--- config.mk ---
export PLATFORM = sky130hd
export DESIGN_NAME = fetch_unit
export DESIGN_NICKNAME = d
export VERILOG_FILES = /design/src/rtl/fetch_unit.sv
export SDC_FILE = /design/constraint.sdc
export NUM_CORES = 1
export LEC_CHECK = 0
export ABC_CLOCK_PERIOD_IN_PS = 3210
export BUFFER_PORTS_ARGS = -buffer_cell sky130_fd_sc_hd__buf_2
export CAP_MARGIN = 20
export CORE_ASPECT_RATIO = 1.1
export CORE_UTILIZATION = 45
export DETAILED_ROUTE_END_ITERATION = 8
export HOLD_SLACK_MARGIN = 0.08
export MAX_ROUTING_LAYER = met4
export PLACE_DENSITY = 0.74
export REMOVE_ABC_BUFFERS = 1
export SYNTH_ARGS = -nofsm -noshare
export SYNTH_HDL_FRONTEND = slang
export SYNTH_SLANG_ARGS = --single-unit
export TNS_END_PERCENT = 100
--- constraint.sdc ---
create_clock -name clk -period 3.21 [get_ports clk]
set_input_delay 0.4815 -clock clk [delete_from_list [all_inputs] [get_ports clk]]
set_output_delay 0.4815 -clock clk [all_outputs]
set_load 0.01 [all_outputs]
--- src/rtl/fetch_unit.sv ---
// fetch_unit: owns the PC, drives the instruction SRAM and queues {pc, instr} in a small FIFO for decode.
// Define FETCH_PERF_CNT_EN to add stall_cnt, a saturating count of cycles stalled by a full FIFO.
module fetch_unit #(
  parameter int ADDR = 8,
  parameter int WIDTH = 32,
  parameter int DEPTH = 2,
  parameter logic [ADDR-1:0] RESET_PC = '0
) (
  input  logic             clk,
  input  logic             rst_n,
  input  logic             fetch_en,
  input  logic             redirect,
  input  logic [ADDR-1:0]  redirect_pc,
  output logic             imem_cs,
  output logic [ADDR-1:0]  imem_addr,
  input  logic [WIDTH-1:0] imem_instr,
  output logic             instr_valid,
  input  logic             instr_ready,
  output logic [WIDTH-1:0] instr_out,
  output logic [ADDR-1:0]  instr_pc
`ifdef FETCH_PERF_CNT_EN
  ,output logic [15:0]     stall_cnt
`endif
);
  localparam int PW = $clog2(DEPTH);
  localparam int CW = $clog2(DEPTH + 1);
  localparam logic [CW-1:0] FULL = CW'(DEPTH);
  logic [ADDR-1:0] pc;
  logic [PW-1:0] rd_ptr, wr_ptr;
  logic [CW-1:0] count;
  logic [WIDTH-1:0] fifo_instr [DEPTH];
  logic [ADDR-1:0] fifo_pc [DEPTH];
  logic pop, push;
  assign instr_valid = count != '0;
  assign pop = instr_valid & instr_ready;
  // a pop frees the head slot in the same cycle, so a full FIFO still streams
  assign push = fetch_en & ~redirect & ((count < FULL) | pop);
  assign imem_cs = push & rst_n;
  assign imem_addr = pc;
  assign instr_out = instr_valid ? fifo_instr[rd_ptr] : '0;
  assign instr_pc = instr_valid ? fifo_pc[rd_ptr] : '0;
  always_ff @(posedge clk or negedge rst_n)
    if (!rst_n) begin
      pc <= RESET_PC;
      rd_ptr <= '0;
      wr_ptr <= '0;
      count <= '0;
    end else if (redirect) begin
      pc <= redirect_pc;
      rd_ptr <= '0;
      wr_ptr <= '0;
      count <= '0;
    end else begin
      pc <= push ? pc + ADDR'(1) : pc;
      wr_ptr <= wr_ptr + PW'(push);
      rd_ptr <= rd_ptr + PW'(pop);
      count <= count + CW'(push) - CW'(pop);
    end
  always_ff @(posedge clk)
    if (push) begin
      fifo_instr[wr_ptr] <= imem_instr;
      fifo_pc[wr_ptr] <= pc;
    end
`ifdef FETCH_PERF_CNT_EN
  always_ff @(posedge clk or negedge rst_n)
    if (!rst_n) stall_cnt <= '0;
    else if (fetch_en & ~redirect & ~push & ~&stall_cnt) stall_cnt <= stall_cnt + 16'd1;
`endif
endmodule

# Yosys cells after proc, flatten, opt, wreduce, memory -nomap -nowiden
# Memories as Yosys holds them, arrays and structs flattened.
# Cells that the tools add are included.
# Widths: inputs -> output; s select.
totals:
  output_inout_bits: 50
  n_memories: 2
  reg_bits: 12
  mem_bits_rw: 80
  wordCells: 29
  inputBits: 45
op_classes:
  addsub: 5
  reduce_logical: 2
  bitwise_logic: 6
  mux: 9
  order_cmp: 1
memory_table:
  columns: ["memory", "depth", "width", "rd", "rd_clocked_by_memory_dff", "write_ports", "line_no", "rtl"]
  rows:
  - ["fifo_instr", 2, 32, 1, 0, 1, "31", "logic [WIDTH-1:0] fifo_instr [DEPTH];"]
  - ["fifo_pc", 2, 8, 1, 0, 1, "32", "logic [ADDR-1:0] fifo_pc [DEPTH];"]
op_table:
  columns: ["op", "n"]
  rows:
  - ["$mux 32", 1]
  - ["$mux 8", 3]
  - ["$add 8x1->8 const B", 1]
  - ["$and 1x1->1", 4]
  - ["$mux 1", 4]
  - ["$reduce_bool 2->1", 2]
  - ["$add 1x1->1", 2]
  - ["$add 2x1->2", 1]
  - ["$lt 2x2->1 const B", 1]
  - ["$mux 2", 1]
  - ["$sub 2x1->2", 1]
  - ["$not 1->1", 1]
  - ["$or 1x1->1", 1]

# Depth between registers and ports, before layout
# Gate-level depths: netlist of the first run.
logic_depth:
  depth_word: 7
  mapped_depth: 10
  mapped_depth_nobuf: 9

# Worst setup path before layout of the first run
# Ideal clock, no wire load.
synth_timing:
  kind: "input -> register"
  from: "input port fetch_en"
  to: "memory fifo_instr[1][0] (enable)"
  path_slack_ns: 0.676
  arrival_time_ns: 2.133
  path_buffers: 1
  required_time_ns: 2.809
  setup_time_ns: 0.401
  stages: 4
  cell_sequence: "buf_2 -> inv_1 -> nor3_1 -> ha_1"
synth_via:
  elab_chain_len: 4
synth_rtl:
  columns: ["element", "line_no", "rtl"]
  rows:
  - ["start: declaration", "11", "input logic fetch_en,"]
  - ["$and 1x1->1 (2 in series)", "37", "assign push = fetch_en & ~redirect & ((count < FULL) | pop);"]
  - ["$mux 1", "60", "if (push) begin"]
  - ["$mux 1 (implied by the code)", "61", "fifo_instr[wr_ptr] <= imem_instr;"]
  - ["end: declaration", "31", null]
# No other way between the ends.

# Worst setup path in the final report of the first run
layout_timing:
  from: "register count[1]"
  to: "output port instr_out[19]"
layout_via:
  elab_chain_len: 2
layout_rtl:
  columns: ["element", "line_no", "rtl"]
  rows:
  - ["start: declaration", "30", "logic [CW-1:0] count;"]
  - ["start signal: assignment", "57", "count <= count + CW'(push) - CW'(pop);"]
  - ["$reduce_bool 2->1", "34", "assign instr_valid = count != '0;"]
  - ["$mux 32", "40", "assign instr_out = instr_valid ? fifo_instr[rd_ptr] : '0;"]
  - ["end: declaration", "19", "output logic [WIDTH-1:0] instr_out,"]
# No other way between the ends.

==> qor.log, run 1 <==
qor: outcome.outcome finished clean
qor: power_and_ir_drop.total_power 3.06 mW
qor: layout.fin_cells 466
qor: clocking.cts_htree_levels 3
qor: sta.headroom_to_the_max_slew_limit 41.2%
qor: global_routing.grt_start_max_net_pins 42
qor: synth.compound_cell_area_share_of_the_yosys_netlist 3.13%
qor: sta.period_needed 2.37 ns
qor: worst_hold_path.min_to fifo_instr[0][25]
qor: synth.postSynthRegisterBits 92
qor: synth.synth_adder_area_share 1.66%
qor: die.dieWidth 89.2 um
qor: sta.fin_hold_ws 0.317 ns
qor: placement.place.detailed.hpwl 4380 um
qor: setup_path.path_class reg -> out
qor: route.route.detailed.wl_per_inst 14.6 um
qor: synth.xor_xnor_share_of_the_synthesized_area 0.699%
qor: sta.tightest_slew 0.879 ns
qor: sta.slew_violations 0
qor: global_routing.grt_use_met2 25.1%
qor: worst_hold_path.hold_path.startpoint imem_instr[25]
qor: synth.mappedNetlistArea 3760 sq um
qor: clocking.clock_sinks 92
qor: power_and_ir_drop.power.density 672 nW/um^2
qor: clocking.holdBufCountCts 1
qor: clocking.clkTransAtPathRegs 0.09 ns
qor: layout.layout-drive-gt1-share 33.5%
qor: die.ioPinCount 95
qor: route.detailedRoute.firstIterationViolations 116
qor: synth.synth_top_area_share 63.9%
qor: synth.mux_share_of_post_synthesis_cell_area 10.6%
qor: global_routing.gr-usage-met3 3.97%
qor: clocking.cts_tree done
qor: worst_hold_path.timing.hold.worst_path_depth 1
qor: synth.synth_edf_count 80
qor: synth.synth_async_sr_flop_share 13.0%
qor: synth.ys_warn_count 0
qor: placement.placedInstanceArea 4350 sq um
qor: clocking.worst_skew_pair.late_latency 0.34 ns
qor: die.placeableCoreArea 8000 sq um
qor: route.drc 0
qor: setup_path.reg2reg_to fifo_instr[1][18]
qor: layout.final_cell_utilization_of_the_core 57.0%
qor: sta.finalClockSkew 0.0107 ns
qor: synth.synth_simple_gate_area_share 9.35%
qor: synth.avg_synthesized_cell_area 14.6 sq um
qor: sta.setup-violations-final 0
qor: layout.finalInstanceArea 4560 sq um
qor: route.drtAntennaViolNets 0
qor: layout.num-nets-final 403
qor: setup_path.kind_of_start_point_of_the_critical_path flip-flop
qor: synth.yosys-top-cells-count edfxtp_1, nor2_1, mux2i_1, dfrtp_1, inv_1
qor: placement.routabilityCongestion 0.903
qor: power_and_ir_drop.max-vdd-ir-drop 310 uV
qor: flow_run.max-cap-violations 0
qor: route.vias_post_dr 2352
qor: setup_path.rrSetupSlack 1.13 ns
qor: layout.antennaDiodeCount 0
qor: synth.largest_family_of_logic_cells_by_synthesized_area multiplexers
qor: sta.setup_ws 0.837 ns
qor: sta.timing_hold_violations_final 0
qor: clocking.post_cts_buffers 0
qor: power_and_ir_drop.power.static_leakage 1.79 nW
qor: setup_path.crit_required 2.73 ns
qor: placement.port_buffers 94
qor: global_routing.groute.layer.met1.usage 20.3%
qor: die.row_count 34
qor: synth.synth.yosys.seq_area_share 71.9%
qor: clocking.cts.root.buffer_cell clkbuf_8
qor: global_routing.overflow 0
qor: synth.synth_most_common_cell edfxtp_1
qor: layout.n_fill_cell 672
qor: placement.pre_cts_slack 0.954 ns
qor: clocking.ctsResizeCount 0
qor: placement.dp.cells 449
qor: die.die_y 97.9 um
qor: global_routing.groute.usage.overall 16.0%
qor: layout.multiInputGateArea 971 sq um
qor: setup_path.reg2regPathDepth 4
qor: global_routing.first_global_vias 2159
qor: clocking.clk_path_buf_depth 2
qor: sta.max_freq 421 MHz
qor: synth.ys_dominant_reg_cell edfxtp_1
qor: global_routing.globalRoute.busiestLayer met2
qor: layout.area.sequential 2700 sq um
qor: setup_path.critical_path_peak_fanout 41
qor: die.dieArea 8730 sq um
qor: global_routing.grt_pass1_wl 10200 um
qor: layout.syn_to_final_growth 21.3%
qor: setup_path.critical_path_arrival 1.89 ns
qor: synth.synth_area_leader_cell edfxtp_1
qor: route.drt_wl_total 6780 um
qor: synth.synth_cell_type_count 33
qor: setup_path.rr_startpoint count[1]
qor: die.floorplan.initialDensity 47.0%
qor: route.dr.pass1.iters 4
qor: synth.synth.top_cells.by_area edfxtp_1, mux2i_1, dfrtp_1, nor2_1, ha_1
qor: sta.rsz0062_at_grt no
qor: sta.final_clock_period_utilization_by_the_worst_path 73.9%
qor: global_routing.antenna_found_initial 0
qor: worst_hold_path.hold_class in -> reg
qor: sta.setup-tns-final 0 ns
qor: clocking.number_of_buffers_inserted_during_clock_tree_synthesis 9
qor: setup_path.critPathCaptureType output pin
qor: route.routed_via_density 5.05
qor: synth.synthesis.instances 257
-- logic make-up after synthesis --
family	after synthesis
adder cells (fa/ha/maj)	5
buffers and inverters	23
flip-flops	92
XOR/XNOR	3
AO/OA/AOI/OAI	16
multiplexers	40
AND/OR/NAND/NOR	78
-- metal layers --
metal	routed length, um	part of all wire, %
met5	0	0
met4	88	1.3
met3	459	6.8
met2	3230	48
met1	3000	44
-- area by class of cell --
class	count	area share, %
flip-flops and latches	92	59.3
clock buffers	9	2.72
repair buffers	98	11.3
multi-input cells	142	21.3
clock inverters	7	1.62
inverters	10	0.823
well taps	108	2.96
-- layout by cell type (no fill, tap or decap), types with 3 or more instances in the layout --
master    instances
buf_2            94
mux2i_1          40
dfrtp_1          11
nand4_1           4
a31oi_1           3
nor2_1           49
ha_1              3
nand2_1           6
nor2b_1           3
nand3_1           5
edfxtp_1         80
clkbuf_8          9
o311ai_1          3
o21ai_0           3
inv_1             8
-- power breakdown --
group | internal (mW) | leakage (nW) | switching, mW
Combinational | 0.361 | 0.815 | 0.452
Clock | 0.364 | 0.100 | 0.392
Sequential | 1.40 | 0.879 | 0.0943
-- worst max-delay path, cell delays in order, from the launching register on --
cell and delay (ns):
dfrtp_1 0.47, nor2_4 0.71, nor2_1 0.16, buf_2 0.19
-- worst max-delay path by stage --
stage,from,to,slack (ns),depth (start not counted)
5_1_grt,count[1],instr_out[19],0.69,3
3_3_place_gp,fetch_en,fifo_instr[1][3],1.00,5
3_5_place_dp,fetch_en,fifo_instr[0][3],0.95,5
4_1_cts,count[1],instr_pc[7],0.78,3
6_report,count[1],instr_out[19],0.84,3
2_1_floorplan,count[1],instr_valid,0.79,2
-- sequential cells by signal, summed over array words and instances, names as in the netlist --
register / count
rd_ptr: 1
fifo_pc: 16
wr_ptr: 1
imem_addr: 8
fifo_instr: 64
count: 2
(Power assumes the default switching activity.)
==> run 2, diff against run 1 <==
--- a/config.mk
+++ b/config.mk
@@ -5,7 +5,8 @@
 export SDC_FILE = /design/constraint.sdc
 export NUM_CORES = 1
 export LEC_CHECK = 0
-export ABC_CLOCK_PERIOD_IN_PS = 3210
+export ABC_AREA = 1
+export ABC_CLOCK_PERIOD_IN_PS = 2400
 export BUFFER_PORTS_ARGS = -buffer_cell sky130_fd_sc_hd__buf_2
 export CAP_MARGIN = 20
 export CORE_ASPECT_RATIO = 1.1
==> constraint.sdc (replaced) <==
create_clock -name clk -period 2.4 [get_ports clk]
set_input_delay 0.36 -clock clk [delete_from_list [all_inputs] [get_ports clk]]
set_output_delay 0.36 -clock clk [all_outputs]
set_load 0.01 [all_outputs]
==> qor.log, run 2 <==
qor: power_and_ir_drop.power.static_leakage 1.92 nW [was 1.79 nW]
qor: global_routing.antenna_found_initial 0 [unchanged]
qor: setup_path.critPathCaptureType output pin [unchanged]
qor: clocking.cts_tree done [unchanged]
qor: power_and_ir_drop.total_power 4.25 mW [was 3.06 mW]
qor: global_routing.groute.usage.overall 18.2% [was 16.0%]
qor: synth.avg_synthesized_cell_area 11.6 sq um [was 14.6 sq um]
qor: clocking.clock_sinks 92 [unchanged]
qor: synth.synth_async_sr_flop_share 13.0% [unchanged]
qor: route.detailedRoute.firstIterationViolations 142 [was 116]
qor: layout.layout-drive-gt1-share 28.4% [was 33.5%]
qor: sta.headroom_to_the_max_slew_limit 52.0% [was 41.2%]
qor: sta.rsz0062_at_grt no [unchanged]
qor: synth.yosys-top-cells-count nand2_1, edfxtp_1, a21oi_1, nand3_1 [was edfxtp_1, nor2_1, mux2i_1, dfrtp_1, inv_1]
qor: setup_path.critical_path_arrival 1.78 ns [was 1.89 ns]
qor: global_routing.grt_pass1_wl 11700 um [was 10200 um]
qor: sta.final_clock_period_utilization_by_the_worst_path 89.2%
qor: synth.synth.yosys.seq_area_share 71.8% [was 71.9%]
qor: setup_path.path_class reg -> out [unchanged]
qor: synth.synth_most_common_cell nand2_1 [was edfxtp_1]
qor: clocking.post_cts_buffers 0 [unchanged]
qor: clocking.worst_skew_pair.late_latency 0.35 ns [was 0.34 ns]
qor: sta.finalClockSkew 0.00810 ns [was 0.0107 ns]
qor: global_routing.first_global_vias 2528 [was 2159]
qor: placement.port_buffers 94 [unchanged]
qor: setup_path.reg2reg_to fifo_pc[1][5] [was fifo_instr[1][18]]
qor: route.dr.pass1.iters 4 [unchanged]
qor: die.placeableCoreArea 8000 sq um [unchanged]
qor: sta.max_freq 467 MHz
qor: sta.period_needed 2.14 ns
qor: synth.synth_cell_type_count 21 [was 33]
qor: die.floorplan.initialDensity 47.0% [about the same]
qor: route.routed_via_density 4.94 [was 5.05]
qor: layout.num-nets-final 469 [was 403]
qor: power_and_ir_drop.max-vdd-ir-drop 388 uV [was 310 uV]
qor: route.route.detailed.wl_per_inst 13.9 um [was 14.6 um]
qor: layout.layout.cells.most_common_list nand2_1, buf_2, edfxtp_1 [was buf_2, edfxtp_1, nor2_1]
qor: outcome.outcome finished clean [unchanged]
qor: sta.slew_violations 0 [unchanged]
qor: clocking.cts.root.buffer_cell clkbuf_8 [unchanged]
qor: power_and_ir_drop.power.density 942 nW/um^2 [was 672 nW/um^2]
qor: synth.synth_top_area_share 63.9% [about the same]
qor: clocking.cts_htree_levels 3 [unchanged]
qor: setup_path.cp-startpoint rd_ptr [was count[1]]
qor: global_routing.overflow 0 [unchanged]
qor: layout.final_common_cell nand2_1 [was buf_2]
qor: flow_run.max-cap-violations 0 [unchanged]
qor: synth.postSynthRegisterBits 92 [unchanged]
qor: layout.syn_to_final_growth 20.0% [was 21.3%]
qor: setup_path.critical_path_peak_fanout 41 [unchanged]
qor: layout.finalInstanceArea 4520 sq um [was 4560 sq um]
qor: die.dieArea 8730 sq um [about the same]
qor: sta.setup-tns-final 0 ns [unchanged]
qor: synth.synth.top_cells.by_area edfxtp_1, nand2_1, dfrtp_1, a21oi_1, nand3_1 [was edfxtp_1, mux2i_1, dfrtp_1, nor2_1, ha_1]
qor: placement.place.detailed.hpwl 4740 um [was 4380 um]
qor: sta.tightest_slew 0.718 ns [was 0.879 ns]
qor: worst_hold_path.hold_class in -> reg [unchanged]
qor: route.drtAntennaViolNets 0 [unchanged]
qor: setup_path.rr_startpoint count[1] [unchanged]
qor: setup_path.worstSetupEndpoint instr_out[13] [was instr_out[19]]
qor: setup_path.rrSetupSlack 0.60 ns [was 1.13 ns]
qor: layout.largest_register fifo_instr [unchanged]
qor: die.ioPinCount 95 [unchanged]
qor: synth.synth_edf_count 80 [unchanged]
qor: route.vias_post_dr 2625 [was 2352]
qor: placement.placedInstanceArea 4340 sq um [was 4350 sq um]
qor: placement.routabilityCongestion 0.851 [was 0.903]
qor: route.drt_wl_total 7400 um [was 6780 um]
qor: clocking.clk_path_buf_depth 2 [unchanged]
qor: layout.antennaDiodeCount 0 [unchanged]
qor: layout.largest_reg_flops 64 [unchanged]
qor: sta.timing_hold_violations_final 0 [unchanged]
qor: clocking.number_of_buffers_inserted_during_clock_tree_synthesis 9 [unchanged]
qor: synth.ys_dominant_reg_cell edfxtp_1 [unchanged]
qor: synth.synth_area_leader_cell edfxtp_1 [unchanged]
qor: synth.ys_warn_count 0 [unchanged]
qor: setup_path.reg2regPathDepth 5 [was 4]
qor: clocking.clkTransAtPathRegs 0.09 ns [about the same]
qor: setup_path.crit_required 2.04 ns [was 2.73 ns]
qor: global_routing.grt_start_max_net_pins 43 [was 42]
qor: synth.synthesis.instances 324 [was 257]
qor: die.die_y 97.9 um [about the same]
qor: setup_path.kind_of_start_point_of_the_critical_path flip-flop [unchanged]
qor: synth.mappedNetlistArea 3760 sq um [about the same]
qor: sta.setup-violations-final 0 [unchanged]
qor: die.row_count 34 [unchanged]
qor: route.drc 0 [unchanged]
qor: die.dieWidth 89.2 um [about the same]
-- run 2: power by group --
group / internal (mW) / switching (mW) / leakage, nW / total [mW]
combinational: 0.475 / 0.897 / 0.961 / 1.37
clock: 0.371 / 0.522 / 0.0772 / 0.893
sequential: 1.90 / 0.0912 / 0.884 / 1.99
-- run 2: how the worst min path moves through the flow --
stage,start,end,cells after the start
global placement,rst_n,imem_addr[4],1
global route,imem_instr[7],fifo_instr[1][7],1
floorplan,rst_n,count[0],0
CTS,imem_instr[15],fifo_instr[1][15],1
detailed placement,rst_n,imem_addr[3],1
finish,imem_instr[22],fifo_instr[1][22],1
-- run 2: area by class of cell --
cell class,count,area (sq um)
Timing Repair Buffer,99,536
Multi-Input combinational cell,200,915
Fill cell,697,3480
Clock inverter,6,40.0
Inverter,17,63.8
Tap cell,108,135
Clock buffer,9,124
Sequential cell,92,2700
-- run 2: kinds of logic after synthesis --
family / after synthesis / synth area share [%]
fa+ha+maj: 5 / 1.66
simple gates: 150 / 16.1
xor+xnor: 1 / 0.233
flops: 92 / 71.8
buf+inv: 32 / 4.12
compound gates: 44 / 6.05
-- run 2: what timing repair did --
item | in CTS | in global routing
resized for setup | 0 | 0
hold buffers | 1 | 0
endpoints found under the hold margin | 12 | 0
-- run 2: through the flow --
step	hold slack, ns	std cells	setup WS, ns	utilization [%]
2_1_floorplan	0.0644	309	0.228	-
3_3_place_gp	0.265	515	0.483	54.3
3_5_place_dp	0.267	515	0.392	54.3
4_1_cts	0.181	531	0.248	56.5
5_1_grt	0.178	531	0.0839	56.5
6_report	0.197	531	0.258	56.5
-- run 2: per-layer routing --
layer / wire (um) / GRT usage, % / up-vias
met5: 0 / - / -
met4: 23 / 6.35 / 0
met3: 512 / 3.21 / 2
met2: 3570 / 28.0 / 102
met1: 3300 / 24.4 / 1231
li1: - / - / 1290
-- run 2: critical path: stages, from the launching register on --
cell	delay, ns
dfrtp_1	0.40
inv_2	0.53
nand2_1	0.12
a21oi_1	0.21
buf_2	0.16
